===== config.mk =====
export PLATFORM = sky130hd
export DESIGN_NAME = fetch_unit
export DESIGN_NICKNAME = d
export VERILOG_FILES = /design/src/rtl/fetch_unit_pkg.sv /design/src/rtl/fetch_unit_buf.sv /design/src/rtl/fetch_unit.sv
export SDC_FILE = /design/constraint.sdc
export NUM_CORES = 1
export LEC_CHECK = 0
export CAP_MARGIN = 5
export CELL_PAD_IN_SITES_DETAIL_PLACEMENT = 1
export CELL_PAD_IN_SITES_GLOBAL_PLACEMENT = 1
export CORE_ASPECT_RATIO = 2
export CORE_MARGIN = 2
export CORE_UTILIZATION = 40
export CTS_BUF_LIST = sky130_fd_sc_hd__clkbuf_4 sky130_fd_sc_hd__clkbuf_8
export DETAILED_ROUTE_END_ITERATION = 10
export DONT_BUFFER_PORTS = 1
export PLACE_DENSITY = 0.7
export SLEW_MARGIN = 20
export SYNTH_ARGS = -nofsm -noshare
export SYNTH_HDL_FRONTEND = slang
export SYNTH_HIERARCHICAL = 1
export SYNTH_SLANG_ARGS = --single-unit
export TNS_END_PERCENT = 30

===== constraint.sdc =====
create_clock -name clk -period 9.45 [get_ports clk]
set_input_delay 2.835 -clock clk [delete_from_list [all_inputs] [get_ports clk]]
set_output_delay 2.835 -clock clk [all_outputs]
set_load 0.02 [all_outputs]

===== src/rtl/fetch_unit_pkg.sv =====
// Shared definitions for the instruction-fetch slice: widths, reset address and
// response classification used by fetch_unit.
package fetch_unit_pkg;

  localparam int XLEN = 32;
  localparam int ILEN = 32;
  localparam logic [XLEN-1:0] RESET_PC_DEFAULT = 32'h0000_0000;

  typedef enum logic [1:0] {
    RSP_NONE,
    RSP_FILL,
    RSP_DROP,
    RSP_STRAY
  } rsp_kind_e;

  function automatic logic [XLEN-1:0] word_align(input logic [XLEN-1:0] addr);
    return {addr[XLEN-1:2], 2'b00};
  endfunction

endpackage


===== src/rtl/fetch_unit_buf.sv =====
// In-order reservation FIFO: entries are reserved at request time, filled in
// order by responses and popped by decode. Entries between head and fill are filled.
module fetch_buf
  import fetch_unit_pkg::*;
#(
  parameter int DEPTH = 2,
  localparam int CNT_W = $clog2(DEPTH) + 1
) (
  input  logic             clk,
  input  logic             rst,
  input  logic             flush,
  input  logic             reserve,
  input  logic [XLEN-1:0]  reserve_pc,
  input  logic             fill,
  input  logic [ILEN-1:0]  fill_data,
  input  logic             pop,
  output logic             head_valid,
  output logic [XLEN-1:0]  head_pc,
  output logic [ILEN-1:0]  head_data,
  output logic [CNT_W-1:0] reserved_cnt,
  output logic [CNT_W-1:0] pending_cnt
);

  localparam int PTR_W = $clog2(DEPTH);

  // Pointers carry one extra wrap bit so full and empty are distinguishable.
  logic [CNT_W-1:0] head_ptr;
  logic [CNT_W-1:0] tail_ptr;
  logic [CNT_W-1:0] fill_ptr;
  logic [XLEN-1:0]  pc_mem   [DEPTH];
  logic [ILEN-1:0]  data_mem [DEPTH];

  always_ff @(posedge clk) begin
    if (!rst) begin
      head_ptr <= '0;
      tail_ptr <= '0;
      fill_ptr <= '0;
      for (int i = 0; i < DEPTH; i++) begin
        pc_mem[i]   <= '0;
        data_mem[i] <= '0;
      end
    end else if (flush) begin
      head_ptr <= tail_ptr;
      fill_ptr <= tail_ptr;
    end else begin
      if (reserve) begin
        pc_mem[tail_ptr[PTR_W-1:0]] <= reserve_pc;
        tail_ptr <= tail_ptr + CNT_W'(1);
      end
      if (fill) begin
        data_mem[fill_ptr[PTR_W-1:0]] <= fill_data;
        fill_ptr <= fill_ptr + CNT_W'(1);
      end
      if (pop) begin
        head_ptr <= head_ptr + CNT_W'(1);
      end
    end
  end

  always_comb begin
    reserved_cnt = tail_ptr - head_ptr;
    pending_cnt  = tail_ptr - fill_ptr;
    head_valid   = (fill_ptr != head_ptr);
    head_pc      = pc_mem[head_ptr[PTR_W-1:0]];
    head_data    = data_mem[head_ptr[PTR_W-1:0]];
  end

endmodule


===== src/rtl/fetch_unit.sv =====
// Instruction-fetch stage: sequential PC generation, imem request/response
// handshake, redirect with drop counting of stale in-flight responses.
module fetch_unit
  import fetch_unit_pkg::*;
#(
  parameter logic [31:0] RESET_PC   = RESET_PC_DEFAULT,
  parameter int          FIFO_DEPTH = 2
) (
  input  logic        clk,
  input  logic        rst,
  input  logic        redirect_valid,
  input  logic [31:0] redirect_pc,
  output logic        imem_req_valid,
  input  logic        imem_req_ready,
  output logic [31:0] imem_req_addr,
  input  logic        imem_rsp_valid,
  input  logic [31:0] imem_rsp_data,
  output logic        instr_valid,
  input  logic        instr_ready,
  output logic [31:0] instr_data,
  output logic [31:0] instr_pc
);

  localparam int CNT_W = $clog2(FIFO_DEPTH) + 1;

  logic [XLEN-1:0]  fetch_pc;
  logic [CNT_W-1:0] drop_cnt;
  logic [CNT_W-1:0] drop_cnt_next;
  logic [CNT_W-1:0] reserved_cnt;
  logic [CNT_W-1:0] pending_cnt;
  logic [CNT_W:0]   occupancy;
  logic             head_valid;
  logic [XLEN-1:0]  head_pc;
  logic [ILEN-1:0]  head_data;
  logic             issue;
  logic             fill;
  logic             pop;
  rsp_kind_e        rsp_kind;

  // Slots owed to stale responses count against capacity just like reservations.
  always_comb begin
    occupancy      = {1'b0, reserved_cnt} + {1'b0, drop_cnt};
    imem_req_valid = rst && !redirect_valid && (occupancy < (CNT_W+1)'(FIFO_DEPTH));
    imem_req_addr  = fetch_pc;
    issue          = imem_req_valid && imem_req_ready;
    pop            = rst && !redirect_valid && head_valid && instr_ready;
    instr_valid    = rst && head_valid;
    instr_data     = rst ? head_data : '0;
    instr_pc       = rst ? head_pc : '0;
  end

  always_comb begin
    rsp_kind = RSP_NONE;
    if (imem_rsp_valid) begin
      if (drop_cnt != '0) begin
        rsp_kind = RSP_DROP;
      end else if (pending_cnt != '0) begin
        rsp_kind = RSP_FILL;
      end else begin
        rsp_kind = RSP_STRAY;
      end
    end
    fill = (rsp_kind == RSP_FILL) && !redirect_valid;
  end

  // A redirect turns every still-unfilled reservation into a response to discard,
  // except one that is being answered in this very cycle.
  always_comb begin
    drop_cnt_next = drop_cnt;
    if (rsp_kind == RSP_DROP) begin
      drop_cnt_next = drop_cnt - CNT_W'(1);
    end
    if (redirect_valid) begin
      drop_cnt_next = drop_cnt_next + pending_cnt
                    - ((rsp_kind == RSP_FILL) ? CNT_W'(1) : CNT_W'(0));
    end
  end

  always_ff @(posedge clk) begin
    if (!rst) begin
      fetch_pc <= word_align(RESET_PC);
      drop_cnt <= '0;
    end else begin
      if (redirect_valid) begin
        fetch_pc <= word_align(redirect_pc);
      end else if (issue) begin
        fetch_pc <= fetch_pc + 32'd4;
      end
      drop_cnt <= drop_cnt_next;
    end
  end

  fetch_buf #(
    .DEPTH(FIFO_DEPTH)
  ) u_buf (
    .clk          (clk),
    .rst          (rst),
    .flush        (redirect_valid),
    .reserve      (issue),
    .reserve_pc   (fetch_pc),
    .fill         (fill),
    .fill_data    (imem_rsp_data),
    .pop          (pop),
    .head_valid   (head_valid),
    .head_pc      (head_pc),
    .head_data    (head_data),
    .reserved_cnt (reserved_cnt),
    .pending_cnt  (pending_cnt)
  );

endmodule


==> summary.txt <==
status: finished, final reports clean
synth warn: 6
cell area after synthesis: 0.00864 sq mm
CTS tree: yes
Worst-path clk slew: 80 ps
die height: 212 microns
router iterations before antenna repair: 6
vias in the first global route: 6378
Die Span X: 108 microns
die area: 0.0229 sq mm
first-pass GRT wire length: 34200 microns
buffer and inverter count on the worst path: 0
Post-CTS Hold Fix Bufs: 0
TNS Setup: 0 ps
layout cells sized above 1: 0.182
clk_lat worst skew: 470 ps
GPL Wtd Cong: 0.858
Placed Cells: 1046
Peak VDD IR: 0.103 mV
Setup violations, final: 0
sequential fraction of the synthesis area: 0.535
Port Buffers: 0
antenna violations before repair: 1
DRT iter0 DRCs: 318
Critical Path AT: 3490 ps
fraction of registers with async set/reset: 0
worst relative slew slack: 0.221
clock buffer depth: 2
Num CTS Buffers: 17
Critical Path Sink Type: output pin
Setup Skew: 14.0 ps
post-route insts no fill: 1081
RSZ-0062 raised after global routing: no
fin crit share: 0.669
Fin. Hold Viols: 0
Distinct cells, synth: 62
Crit path required time: 6620 ps
final wirelength: 22100 microns
most common library cells after synthesis: edfxtp_1 (128), nor2_1 (117), nand2_1 (94)
clock root cell: clkbuf_8
post-synthesis register bit count: 167
crit start category: input pin
CP max-delay cell: nor3_1
top cells by area, synth: edfxtp_1 (45%), dfxtp_1 (9.0%), mux2_2 (8.3%)
wire per inst: 20.5 microns
Yosys top cell by area: edfxtp_1
Final Net Count: 871
count leader, synth: edfxtp_1
minimum clock period: 6320 ps
antenna-violating nets left: 0
DR vias/cell: 5.56
GRT Overall Usage: 0.197
share of the synthesized area in the top cell type: 0.445
Mapped Cells: 816
P per Cell Area: 179 mW/mm^2
# DRC: 0
Top FF cell, synth: edfxtp_1
Least-Margin Pin Slew: 1160 ps
Worst Hold Class: flop to flop
Leak Pwr: 0.00326 uW
routed vias: 6007
Post-CTS Resized: 0
H-tree depth: 4
initial core utilization: 0.404
area grow syn2layout: 7.05%
pin count of the biggest net entering global routing: 113
syn_area_per_cell: 10.6 sq um
CP Class: input pin to output pin
Detail Placement HPWL: 15700 microns
GRT Residual Overflow: 0
Core Area: 0.0214 sq mm
Max Cap Viol: 0
Top delay family on crit path: simple AND/OR/NAND/NOR gates
slowest cell delay on critical path: 530 ps
Rows: 76
Post-synth EDFFs: 128
Fmax achieved: 158 MHz
I/O Pins: 168
CP max FO: 30
clk sinks: 167
post-CTS setup buffer count: 0
final total power: 1650 uW
Final Max Tran Viols: 0
worst path cell trace: nand2b_1, nor3_1
==> final cells by class <==
type,instances,area [sq um]
fillers,2381,12100
flip-flops and latches,167,4630
multi-input cells,582,3670
well taps,273,342
clock buffers,18,241
clock inverters,14,183
repair buffers,11,123
inverters,15,56.3
diodes,1,2.50
==> through the flow <==
step | hold WS (ps) | utilization | cell area (sq um) | setup WS, ps
floorplan | 585 | - | 8650 | 2830
CTS | 651 | 0.429 | 9180 | 3120
finish | 651 | 0.432 | 9250 | 3130
global route | 699 | 0.432 | 9250 | 3130
detailed placement | 638 | 0.409 | 8760 | 3120
global placement | 605 | 0.409 | 8760 | 3140
==> kinds of logic after synthesis <==
family                     Yosys count  synth area share
AOI/OAI and AO/OA                   77            0.0588
xor gates and xnor gates            20            0.0219
adders and majority gates            7            0.0110
buffers and inverters               70            0.0440
DFF                                167             0.535
muxes                               65            0.0846
other                                1          0.000434
and+or+nand+nor                    409             0.244
==> power breakdown <==
part	internal [uW]	switching, uW
Combinational	84.2	144
Sequential	829	48.0
Clock	288	261
==> flip-flops by register name, indices dropped and copies added (netlist names), named ones only <==
register        count
u_buf/fill_ptr      2
u_buf/tail_ptr      2
imem_req_addr      30
u_buf/data_mem     64
u_buf/head_ptr      2
u_buf/pc_mem       64
drop_cnt            2
==> per-layer routing <==
metal  wire, microns  global-route usage
met5               0                   0
met4             713              0.0862
met3             864              0.0422
met2           12600               0.375
met1            7930               0.202
==> cell usage in the layout (no fill, tap or decap), types with 4 or more instances in the layout <==
cell type,instances
edfxtp_1,128
nor2_1,117
nand2_1,94
and2_1,74
mux2_2,64
dfxtp_1,38
o21ai_0,26
nand3_1,21
nor2_2,20
clkbuf_8,17
xnor2_1,16
inv_1,14
nand4_1,14
a21oi_1,11
nand2_4,10
or4_1,9
buf_4,9
and3_1,7
nor4_1,7
nand2b_1,6
nor3_1,6
a31oi_1,6
ha_1,6
o211a_1,5
clkinv_1,4
or3_1,4
and4_1,4
o311ai_0,4
a211oi_1,4
conb_1,4
bufinv_16,4
==> worst paths after layout <==
| path | start | end | slack [ps] | depth (start not counted) |
|---|---|---|---|---|
| hold / removal | u_buf/fill_ptr[1] | u_buf/fill_ptr[1] | 650 | 2 |
| setup reg to reg | u_buf/tail_ptr[0] | u_buf/pc_mem[0][12] | 4800 | 11 |
| setup / recovery | redirect_valid | imem_req_valid | 3130 | 2 |
| hold reg to reg | u_buf/fill_ptr[1] | u_buf/fill_ptr[1] | 650 | 2 |
Power figures use the tool's default switching activity.
